<file path="config.mk">
export PLATFORM = sky130hd
export DESIGN_NAME = ip_panel_rx
export DESIGN_NICKNAME = d
export VERILOG_FILES = /design/src/rtl/ip_panel_rx.sv
export SDC_FILE = /design/constraint.sdc
export NUM_CORES = 1
export LEC_CHECK = 0
export ABC_AREA = 1
export CAP_MARGIN = 20
export CORE_ASPECT_RATIO = 0.9
export CORE_MARGIN = 2
export CORE_UTILIZATION = 31
export CTS_BUF_LIST = sky130_fd_sc_hd__clkbuf_16
export DETAILED_ROUTE_END_ITERATION = 10
export GPL_ROUTABILITY_DRIVEN = 0
export GPL_TIMING_DRIVEN = 0
export PLACE_DENSITY = 0.47
export SYNTH_ARGS = -nofsm -noshare
export SYNTH_HDL_FRONTEND = slang
export SYNTH_SLANG_ARGS = --single-unit
</file>
<file path="constraint.sdc">
create_clock -name clk20 -period 16.7 [get_ports clk20]
set_input_delay 1.67 -clock clk20 [delete_from_list [all_inputs] [get_ports clk20]]
set_output_delay 1.67 -clock clk20 [all_outputs]
set_load 0.05 [all_outputs]
</file>
<file path="src/rtl/ip_panel_rx.sv">
// ip_panel_rx: receive side of the indicator-panel serial link.
//
// Emulates the panel board's shift-register chain. The ip_clk/ip_latch/ip_out
// wire stream is oversampled on clk20 through synchronizers and deserialized
// into a parallel lamp image. Each frame is qualified by its bit count, and
// loss of the panel clock is reported on link_up.
//
// Ports:
//   clk20        in   20 MHz system clock (the only clock)
//   reset        in   asynchronous, active-high reset
//   ip_clk       in   panel shift clock, wire level; data taken on its rise
//   ip_latch     in   panel latch, active low on the wire; marks last bit
//   ip_out       in   panel serial data, inverted on the wire (0 = lamp on)
//   lamps        out  last good frame, first received bit in the MSB
//   frame_strobe out  one-cycle pulse when lamps is updated
//   frame_err    out  sticky bad-length flag, cleared by the next good frame
//   link_up      out  high while ip_clk rises arrive within TIMEOUT cycles
//   bit_count    out  bits received in the current frame (debug)

module ip_panel_rx #(
  parameter int unsigned ROWS        = 4,
  parameter int unsigned ROW_BITS    = 36,
  parameter int unsigned SYNC_STAGES = 2,     // must be at least 2
  parameter int unsigned TIMEOUT     = 4096
) (
  input  logic                                   clk20,
  input  logic                                   reset,
  input  logic                                   ip_clk,
  input  logic                                   ip_latch,
  input  logic                                   ip_out,
  output logic [ROWS*ROW_BITS-1:0]               lamps,
  output logic                                   frame_strobe,
  output logic                                   frame_err,
  output logic                                   link_up,
  output logic [$clog2(ROWS*ROW_BITS+2)-1:0]     bit_count
);

  localparam int unsigned TOTAL = ROWS * ROW_BITS;
  localparam int unsigned CntW  = $clog2(TOTAL + 2);
  localparam int unsigned ToW   = $clog2(TIMEOUT + 1);

  // bit_count value seen on the latch sample of a correctly sized frame
  localparam logic [CntW-1:0] LastIdx = CntW'(TOTAL - 1);
  // Saturation value marking an overrun frame
  localparam logic [CntW-1:0] Overrun = CntW'(TOTAL + 1);
  localparam logic [ToW-1:0]  ToMax   = ToW'(TIMEOUT);

  // --------------------------------------------------------------------------
  // Input conditioning
  // --------------------------------------------------------------------------
  logic [SYNC_STAGES-1:0] clk_sync_q;
  logic [SYNC_STAGES-1:0] latch_sync_q;
  logic [SYNC_STAGES-1:0] out_sync_q;
  logic                   clk_dly_q;

  logic clk_synced;
  logic sample;
  logic rx_bit;
  logic rx_last;

  // Preset to the idle wire level so leaving reset never looks like a rise.
  always_ff @(posedge clk20 or posedge reset) begin
    if (reset) begin
      clk_sync_q   <= '1;
      latch_sync_q <= '1;
      out_sync_q   <= '1;
      clk_dly_q    <= 1'b1;
    end else begin
      clk_sync_q   <= {clk_sync_q[SYNC_STAGES-2:0], ip_clk};
      latch_sync_q <= {latch_sync_q[SYNC_STAGES-2:0], ip_latch};
      out_sync_q   <= {out_sync_q[SYNC_STAGES-2:0], ip_out};
      clk_dly_q    <= clk_sync_q[SYNC_STAGES-1];
    end
  end

  assign clk_synced = clk_sync_q[SYNC_STAGES-1];
  // Single-cycle pulse per synchronized rise: one shift per panel clock.
  assign sample     = clk_synced & ~clk_dly_q;
  // Data and latch share the clock's synchronizer depth, so they line up
  // with the sample pulse.
  assign rx_bit     = ~out_sync_q[SYNC_STAGES-1];
  assign rx_last    = ~latch_sync_q[SYNC_STAGES-1];

  // --------------------------------------------------------------------------
  // Frame assembly state
  // --------------------------------------------------------------------------
  logic [TOTAL-1:0] shift_q,   shift_d;
  logic [TOTAL-1:0] lamps_q,   lamps_d;
  logic [CntW-1:0]  bit_cnt_q, bit_cnt_d;
  logic [ToW-1:0]   to_cnt_q,  to_cnt_d;
  logic             pend_q,    pend_d;
  logic             strobe_q,  strobe_d;
  logic             err_q,     err_d;
  logic             link_q,    link_d;

  always_comb begin
    shift_d   = shift_q;
    lamps_d   = lamps_q;
    bit_cnt_d = bit_cnt_q;
    to_cnt_d  = to_cnt_q;
    pend_d    = 1'b0;
    strobe_d  = 1'b0;
    err_d     = err_q;
    link_d    = link_q;

    // A good frame was closed last cycle: shift_q now holds the final bit.
    if (pend_q) begin
      lamps_d  = shift_q;
      strobe_d = 1'b1;
      err_d    = 1'b0;
    end

    if (sample) begin
      shift_d  = {shift_q[TOTAL-2:0], rx_bit};
      to_cnt_d = '0;
      link_d   = 1'b1;
      if (!rx_last) begin
        if (bit_cnt_q != Overrun) begin
          bit_cnt_d = bit_cnt_q + CntW'(1);
        end
      end else begin
        bit_cnt_d = '0;
        if (bit_cnt_q == LastIdx) begin
          pend_d = 1'b1;
        end else begin
          err_d = 1'b1;
        end
      end
    end else begin
      if (to_cnt_q != ToMax) begin
        to_cnt_d = to_cnt_q + ToW'(1);
      end
      // Link lost: drop the partial frame, keep the stale lamp image.
      if (to_cnt_d == ToMax) begin
        link_d    = 1'b0;
        bit_cnt_d = '0;
      end
    end
  end

  always_ff @(posedge clk20 or posedge reset) begin
    if (reset) begin
      shift_q   <= '0;
      lamps_q   <= '0;
      bit_cnt_q <= '0;
      to_cnt_q  <= '0;
      pend_q    <= 1'b0;
      strobe_q  <= 1'b0;
      err_q     <= 1'b0;
      link_q    <= 1'b0;
    end else begin
      shift_q   <= shift_d;
      lamps_q   <= lamps_d;
      bit_cnt_q <= bit_cnt_d;
      to_cnt_q  <= to_cnt_d;
      pend_q    <= pend_d;
      strobe_q  <= strobe_d;
      err_q     <= err_d;
      link_q    <= link_d;
    end
  end

  assign lamps        = lamps_q;
  assign frame_strobe = strobe_q;
  assign frame_err    = err_q;
  assign link_up      = link_q;
  assign bit_count    = bit_cnt_q;

endmodule
</file>
==> results of run 1 <==
-- worst max-delay path by stage --
stage / cells past startpoint / end / slack, ps
finish: 1 / bit_count[2] / 13200
detailed placement: 4 / latch_sync_q[1]$_DFF_PP1_ / 13260
CTS: 1 / bit_count[2] / 13170
global route: 1 / bit_count[2] / 13120
global placement: 2 / lamps[124]$_DFFE_PP0P_ / 1640
floorplan: 1 / bit_count[0]$_DFFE_PP0P_ / 6190
-- layout make-up --
class                           instances  area (sq um)  share of cell area [%]
Buffer                                 64         242.7                   1.545
Clock buffer                           39         975.9                   6.212
Clock inverter                         29         156.4                  0.9955
Inverter                              176         668.1                   4.253
Multi-Input combinational cell        738          3311                   21.07
Sequential cell                       320          8016                   51.03
Tap cell                              532         665.6                   4.237
Timing Repair Buffer                  162          1674                   10.66
-- sequential cells by signal, summed over array words and instances, names as in the netlist, 2 cells and up --
signal / flops
bit_count: 8
clk_sync_q: 2
lamps: 144
latch_sync_q: 2
out_sync_q: 2
shift_q: 144
to_cnt_q: 13
-- layout by cell type, fill, tap and decap left out, types with 4 or more instances in the layout --
master,Yosys,final
nand3_1,21,21
dfstp_2,7,7
clkbuf_1,59,59
nand2_1,357,357
o21ai_0,286,286
nor2_1,38,38
clkdlybuf4s50_1,0,159
ha_1,4,4
dfrtp_1,313,313
inv_1,173,182
xor2_1,6,6
clkinv_1,0,11
clkbuf_16,0,39
-- synth_stat cells, types with 3 or more instances --
cell type and number:
inv_1 173, nand2_1 357, xor2_1 6, buf_1 3, inv_2 3, nand4_1 3
dfrtp_1 313, clkbuf_1 59, ha_1 4, a21oi_1 3, o21ai_0 286, nor2_1 38
nand3_1 21, nor2_2 3, dfstp_2 7
-- report_power, final --
part           internal (mW)  switching [mW]  leakage (nW)
Sequential             0.789         0.00947          4.43
Combinational         0.0186          0.0508          1.80
Clock                  0.437           0.319         0.586
Total                   1.24           0.379          6.81
-- routing by layer --
layer,vias up,part of all wire (%),track usage [%]
li1,4476,-,-
met1,4255,49,21.15
met2,147,43,22.48
met3,40,5.4,3.678
met4,0,1.8,3.739
met5,-,0,0
-- cells by family after synthesis --
group | share of synthesized area (%)
simple gates | 14.15
buf+inv | 7.386
xor+xnor | 0.5013
compound gates | 12.01
fa+ha+maj | 0.4092
flops | 65.54
-- through the flow --
stage | hold slack [ps] | cells | total power [mW]
after floorplan | 345.2 | 1298 | 0.8591
after global placement | 346.4 | 1989 | 0.8801
after detailed placement | 347.2 | 1992 | 0.8837
after CTS | 353.3 | 2060 | 1.657
after global routing | 353.1 | 2060 | 1.703
final | 352.1 | 2060 | 1.624
==> flow_summary.yaml, run 1 <==
finish:
  nFillCells: 4007
  final_core_util_pct: 40.08
  finalNetCount: 1509
  design_area_sq_mm: 0.01571
  num_antenna_cells: 0
  area_growth_syn_to_layout_pct: 28.45
  layout-drive-gt1-share_pct: 4.843
hold_path:
  hold_path.startpoint: "clk_sync_q[0]$_DFF_PP1_"
  hold_class: "reg -> reg"
  min_to: "clk_sync_q[1]$_DFF_PP1_"
  holdPathStages: 0
grt:
  grt_max_degree: 118
  track_usage_pct: 14.81
  antenna_found_initial: 0
  grt_pass1_wl_mm: 48.65
  grt_pass1_vias: 9003
  overflow: 0
synthesis:
  ys_warn_count: 0
  synthArstFlopShare_pct: 100.0
  synth_flop_cell: "dfrtp_1"
  syn_nets: 1307
  synth_cells: 1298
  yosys-top-cells-area: "dfrtp_1, o21ai_0, nand2_1"
  yosys.area.top_type_share_pct: 64.04
  synth.avg_cell_area_sq_um: 9.423
  ys_seq_elements: 320
  synth_edf_count: 0
  ys_seq_area_share_pct: 65.54
  yosysTopAreaCell: "dfrtp_1"
  syn_area_sq_mm: 0.01223
  synth_cell_types: 28
worst_setup_path:
  reg2reg_depth: 6
  r2r_end: "lamps[65]$_DFFE_PP0P_"
  critPathSlowestCell: "clkdlybuf4s50_1"
  r2r-start: "pend_q$_DFF_PP0_"
  worstPathMaxFanout: 7
  critPathLaunchType: "register"
  criticalPathCategory: "reg -> out"
  r2r_setup_slack_ps: 14020
  critical-path-max-stage-delay_ps: 860
  path_cells: "clkdlybuf4s50_1"
  path_buf_inv: 1
  cp-end-kind: "output port"
  crit_family: "buffers and inverters"
  startpoint: "bit_count[2]$_DFFE_PP0P_"
  cp.required_ps: 15030
  critPathArrivalTime_ps: 1830
place:
  hpwl_mm: 19.70
  io_buffers: 159
  place_worst_setup_slack_ps: 13260
  placed_area_sq_mm: 0.01458
floorplanning:
  die_x_microns: 213.4
  start_util_pct: 31.20
  core_area_sq_mm: 0.03920
  core.rowCount: 69
  fp.dieArea_sq_mm: 0.04106
  dieHeight_microns: 192.4
  ioPinCount: 160
clock_network:
  cts-htree-levels: 2
  clkSinkCount: 320
  cts_tree: "built"
  clkTransAtPathRegs_ps: 50
  cts_root_buf: "clkbuf_16"
  numCtsBuffers: 38
  worstSkewPairLatency_ps: 520
  cts_buffer_depth: 3
  ctsResizeCount: 0
  post_cts_buffers: 0
  ctsHoldBuffers: 0
pwr:
  power_leakage_nw: 6.812
  vdd_drop_max_mv: 0.06180
  power_density_mw_per_mm2: 103.3
sta:
  finalHoldViolations: 0
  slew_headroom_pct: 42.75
  setup_violations: 0
  grt_setup_unrepaired: "false"
  skew_ps: 22.19
  slew_viol_final: 0
  fmax_mhz: 285.6
  worst_pin_slew_ps: 858.7
  finalSetupTns_ps: 0
  period_share_pct: 20.96
  period_needed_ps: 3501
  finalWorstSetupSlack_ps: 13200
detailed_routing:
  vias: 8918
  via_per_inst: 4.329
  drc: 0
  drt_pass1_iterations: 5
  drt-initial-drc-count: 460
  wire_per_inst_microns: 14.33
  drt_wl_total_mm: 29.52
  ant_nets: 0
status:
  status: "finished, final reports clean"
run:
  maxCapViolations: 0
Power figures use the tool's default switching activity.
==> run 2: changes to the inputs <==
==> constraint.sdc (replaced) <==
create_clock -name clk20 -period 3.52 [get_ports clk20]
set_input_delay 0.352 -clock clk20 [delete_from_list [all_inputs] [get_ports clk20]]
set_output_delay 0.352 -clock clk20 [all_outputs]
set_load 0.05 [all_outputs]
==> flow_summary.yaml, run 2 (synthesized netlist as in run 1, its figures left out) <==
worst_setup_path:
  r2r_end: "lamps[68]$_DFFE_PP0P_"
  critPathLaunchType: "register"
  cp.required_ps: 3950
  r2r-start: "pend_q$_DFF_PP0_"
  endpoint: "lamps[68]$_DFFE_PP0P_"
  startpoint: "pend_q$_DFF_PP0_"
  worstPathMaxFanout: 10
  r2r_setup_slack_ps: 730
  reg2reg_depth: 6
  critPathArrivalTime_ps: 3230
  cp-end-kind: "register"
  criticalPathCategory: "reg -> reg"
finish:
  final_core_util_pct: 40.39
  num_antenna_cells: 0
  layout_common_cells: "nand2_1, dfrtp_1, o21ai_0, inv_1, clkdlybuf4s50_1"
  area_growth_syn_to_layout_pct: 29.44
  finalNetCount: 1513
  layout-drive-gt1-share_pct: 5.284
  final_common_cell: "nand2_1"
detailed_routing:
  drt_pass1_iterations: 7
  vias: 8990
  ant_nets: 0
  drc: 0
  drt_wl_total_mm: 30.04
  wire_per_inst_microns: 14.55
  drt-initial-drc-count: 536
  via_per_inst: 4.354
sta:
  finalWorstSetupSlack_ps: 725.3
  period_share_pct: 79.40
  setup_violations: 0
  period_needed_ps: 2795
  worst_pin_slew_ps: 910.0
  fmax_mhz: 357.8
  slew_headroom_pct: 39.33
  grt_setup_unrepaired: "false"
  skew_ps: 11.47
  finalHoldViolations: 0
  slew_viol_final: 0
  whs_ps: 235.5
pwr:
  vdd_drop_max_mv: 0.2724
  power_density_mw_per_mm2: 497.4
  power_leakage_nw: 6.872
  power.internal_mw: 6.056
  comb_power_share_pct: 4.3
  p_total_mw: 7.875
  p_sw_mw: 1.819
  p_clk_share_pct: 47.7
  p_sw_share_pct: 23.10
  seqPwrFrac_pct: 48.1
floorplanning:
  dieHeight_microns: 192.4
  core.rowCount: 69
  die_x_microns: 213.4
  ioPinCount: 160
  start_util_pct: 31.20
  core_area_sq_mm: 0.03920
  fp.dieArea_sq_mm: 0.04106
clock_network:
  cts_buffer_depth: 3
  ctsResizeCount: 0
  numCtsBuffers: 37
  cts_tree: "built"
  cts_root_buf: "clkbuf_16"
  clkSinkCount: 320
  worstSkewPairLatency_ps: 520
  cts-htree-levels: 2
  post_cts_buffers: 0
  ctsHoldBuffers: 0
  clkTransAtPathRegs_ps: 60
status:
  status: "finished, final reports clean"
place:
  hpwl_mm: 20.30
  place_worst_setup_slack_ps: 636.4
  io_buffers: 159
grt:
  grt_pass1_wl_mm: 50.65
  grt_max_degree: 42
  track_usage_pct: 15.40
  antenna_found_initial: 0
  grt_pass1_vias: 9349
  overflow: 0
hold_path:
  hold_class: "in -> reg"
run:
  maxCapViolations: 0
[run 2: worst min-delay path by stage]
stage | startpoint | end | slack (ps) | cells past startpoint
6_report | ip_latch | latch_sync_q[0]$_DFF_PP1_ | 240 | 1
5_1_grt | ip_out | out_sync_q[0]$_DFF_PP1_ | 210 | 1
4_1_cts | ip_latch | latch_sync_q[0]$_DFF_PP1_ | 210 | 1
3_5_place_dp | out_sync_q[0]$_DFF_PP1_ | out_sync_q[1]$_DFF_PP1_ | 350 | 0
3_3_place_gp | out_sync_q[0]$_DFF_PP1_ | out_sync_q[1]$_DFF_PP1_ | 350 | 0
2_1_floorplan | clk_sync_q[0]$_DFF_PP1_ | clk_sync_q[1]$_DFF_PP1_ | 350 | 0
[run 2: worst max-delay path, cell delays in order (launching register included)]
cell      delay (ps)
dfrtp_1          480
inv_1            410
buf_2            400
clkbuf_1         730
clkbuf_1         470
nand2_1          110
o21ai_0          100
[run 2: per-stage QoR]
step | cell area, sq um | setup TNS, ps | instances
6_report | 15830 | 0 | 2065
5_1_grt | 15830 | 0 | 2065
4_1_cts | 15830 | 0 | 2065
3_5_place_dp | 14650 | 0 | 1997
3_3_place_gp | 14490 | -1138490 | 1989
2_1_floorplan | 12230 | -342140 | 1298
[run 2: power groups by stage]
stage	Sequential (mW)	Clock (mW)	Combinational, mW
6_report	3.79	3.75	0.336
3_3_place_gp	3.85	0	0.323
2_1_floorplan	3.85	0	0.224
5_1_grt	3.79	4.07	0.396
3_5_place_dp	3.85	0	0.349
4_1_cts	3.78	3.91	0.351
[run 2: metal layers]
metal,up-vias,part of all wire [%],routed length [microns],GRT usage [%]
met5,-,0,0,0
met2,148,44,13070,23.58
li1,4483,-,-,-
met3,37,5.5,1641,3.662
met1,4322,49,14780,21.91
met4,0,1.8,545,3.980
[run 2: area by class of cell]
class / count / area [sq um]
Inverter: 176 / 664.4
Tap cell: 532 / 665.6
Clock inverter: 29 / 203.9
Buffer: 64 / 242.7
Clock buffer: 39 / 975.9
Sequential cell: 320 / 8016
Timing Repair Buffer: 167 / 1752
Multi-Input combinational cell: 738 / 3311
Fill cell: 3983 / 23360
==> run 3: changes to the inputs <==
--- a/config.mk
+++ b/config.mk
@@ -14,7 +14,7 @@
 export DETAILED_ROUTE_END_ITERATION = 10
 export GPL_ROUTABILITY_DRIVEN = 0
 export GPL_TIMING_DRIVEN = 0
-export PLACE_DENSITY = 0.47
+export PLACE_DENSITY = 0.49
 export SYNTH_ARGS = -nofsm -noshare
 export SYNTH_HDL_FRONTEND = slang
 export SYNTH_SLANG_ARGS = --single-unit
==> constraint.sdc (replaced) <==
create_clock -name clk20 -period 2.2 [get_ports clk20]
set_input_delay 0.22 -clock clk20 [delete_from_list [all_inputs] [get_ports clk20]]
set_output_delay 0.22 -clock clk20 [all_outputs]
set_load 0.05 [all_outputs]
==> flow_summary.yaml, run 3 (synthesized netlist as in run 1, its figures left out) <==
floorplanning:
  start_util_pct: 31.20
  ioPinCount: 160
  core.rowCount: 69
  core_area_sq_mm: 0.03920
  die_x_microns: 213.4
  dieHeight_microns: 192.4
  fp.dieArea_sq_mm: 0.04106
worst_setup_path:
  critPathSlowestCell: "clkdlybuf4s50_1"
  path_buf_inv: 1
  path_cells: "clkdlybuf4s50_1"
  critPathArrivalTime_ps: 1850
  endpoint: "bit_count[2]"
  cp.required_ps: 1980
  startpoint: "bit_count[2]$_DFFE_PP0P_"
  critical-path-max-stage-delay_ps: 860
  r2r_end: "lamps[85]$_DFFE_PP0P_"
  crit_family: "buffers and inverters"
  criticalPathCategory: "reg -> out"
  r2r-start: "pend_q$_DFF_PP0_"
  worstPathMaxFanout: 7
  r2r_setup_slack_ps: 230
  cp.depth: 1
  reg2reg_depth: 6
  cp-end-kind: "output port"
  critPathLaunchType: "register"
grt:
  grt_pass1_vias: 9199
  grt_pass1_wl_mm: 49.40
  overflow: 0
  antenna_found_initial: 0
  track_usage_pct: 15.11
  grt_max_degree: 42
sta:
  finalHoldViolations: 0
  skew_ps: 20.21
  period_share_pct: 94.10
  period_needed_ps: 2070
  finalSetupTns_ps: 0
  slew_viol_final: 0
  worst_pin_slew_ps: 628.8
  setup_violations: 0
  fmax_mhz: 483.1
  whs_ps: 98.14
  grt_setup_unrepaired: "false"
  slew_headroom_pct: 57.95
finish:
  area_growth_syn_to_layout_pct: 29.46
  final_common_cell: "nand2_1"
  instances_no_fill: 2066
  layout_common_cells: "nand2_1, dfrtp_1, o21ai_0, inv_1, clkdlybuf4s50_1"
  nFillCells: 4036
  num_antenna_cells: 0
  layout-drive-gt1-share_pct: 6.975
  finalNetCount: 1516
  design_area_sq_mm: 0.01583
place:
  hpwl_mm: 20.25
  dp_cells: 1998
  io_buffers: 159
  placed_area_sq_mm: 0.01467
detailed_routing:
  ant_nets: 0
  vias: 9052
  drt_wl_total_mm: 29.84
  drt_pass1_iterations: 5
  via_per_inst: 4.381
  wire_per_inst_microns: 14.44
  drc: 0
  drt-initial-drc-count: 408
clock_network:
  cts_root_buf: "clkbuf_16"
  worstSkewPairLatency_ps: 520
  cts_tree: "built"
  clkTransAtPathRegs_ps: 60
  cts_buffer_depth: 3
  cts-htree-levels: 2
  ctsHoldBuffers: 0
  clkSinkCount: 320
  numCtsBuffers: 38
pwr:
  vdd_drop_max_mv: 0.4724
  power_leakage_nw: 6.918
  power_density_mw_per_mm2: 772.9
status:
  status: "finished, final reports clean"
run:
  maxCapViolations: 0
hold_path:
  hold_class: "in -> reg"
run 3: cell count changes in the layout (fill, tap and decap cells not counted), sizes merged:
cell | before | now
bufinv | 3 | 0
clkinv | 16 | 11
buf | 13 | 15
clkinvlp | 1 | 5
inv | 185 | 188
run 3: repair_timing:
action                                  in CTS  in global routing
resized for setup                           13                 29
setup buffers                                1                  0
endpoints found under the setup margin     260                 73
run 3: per-layer routing:
metal	share of wire (%)	GRT usage (%)	vias up
li1	-	-	4490
met1	49	21.64	4374
met2	44	23.09	148
met3	5.3	3.483	40
met4	1.7	3.819	0
met5	0	0	-
run 3: area by class of cell:
type / instances / area, sq um / share of cell area (%)
Tap cell: 532 / 665.6 / 4.204
Clock buffer: 39 / 975.9 / 6.164
Buffer: 64 / 277.8 / 1.754
Multi-Input combinational cell: 738 / 3318 / 20.96
Timing Repair Buffer: 169 / 1779 / 11.24
Clock inverter: 28 / 131.4 / 0.8297
Sequential cell: 320 / 8018 / 50.64
Inverter: 176 / 668.1 / 4.220
run 3: where the power goes:
| part | leakage [nW] | internal (mW) | switching, mW |
|---|---|---|---|
| clock network | 0.581 | 3.20 | 2.42 |
| registers | 4.43 | 5.99 | 0.0715 |
| logic | 1.91 | 0.163 | 0.391 |
| total | 6.92 | 9.35 | 2.89 |
run 3: how the worst min path moves through the flow:
| stage | start | cells after the start | slack, ps | end |
|---|---|---|---|---|
| 2_1_floorplan | ip_clk | 0 | 220 | clk_sync_q[0]$_DFF_PP1_ |
| 3_3_place_gp | out_sync_q[0]$_DFF_PP1_ | 0 | 350 | out_sync_q[1]$_DFF_PP1_ |
| 5_1_grt | ip_out | 1 | 80 | out_sync_q[0]$_DFF_PP1_ |
| 6_report | ip_out | 1 | 100 | out_sync_q[0]$_DFF_PP1_ |
| 3_5_place_dp | out_sync_q[0]$_DFF_PP1_ | 0 | 350 | out_sync_q[1]$_DFF_PP1_ |
| 4_1_cts | ip_out | 1 | 70 | out_sync_q[0]$_DFF_PP1_ |
run 3: stage by stage:
| step | setup slack [ps] | utilization (%) | power, mW |
|---|---|---|---|
| after floorplan | -2281 | - | 6.523 |
| after global placement | -4777 | 36.97 | 6.682 |
| after detailed placement | -752.1 | 37.43 | 6.725 |
| after CTS | 19.90 | 40.33 | 12.47 |
| after global routing | 0.5007 | 40.40 | 12.79 |
| final | 129.9 | 40.40 | 12.24 |
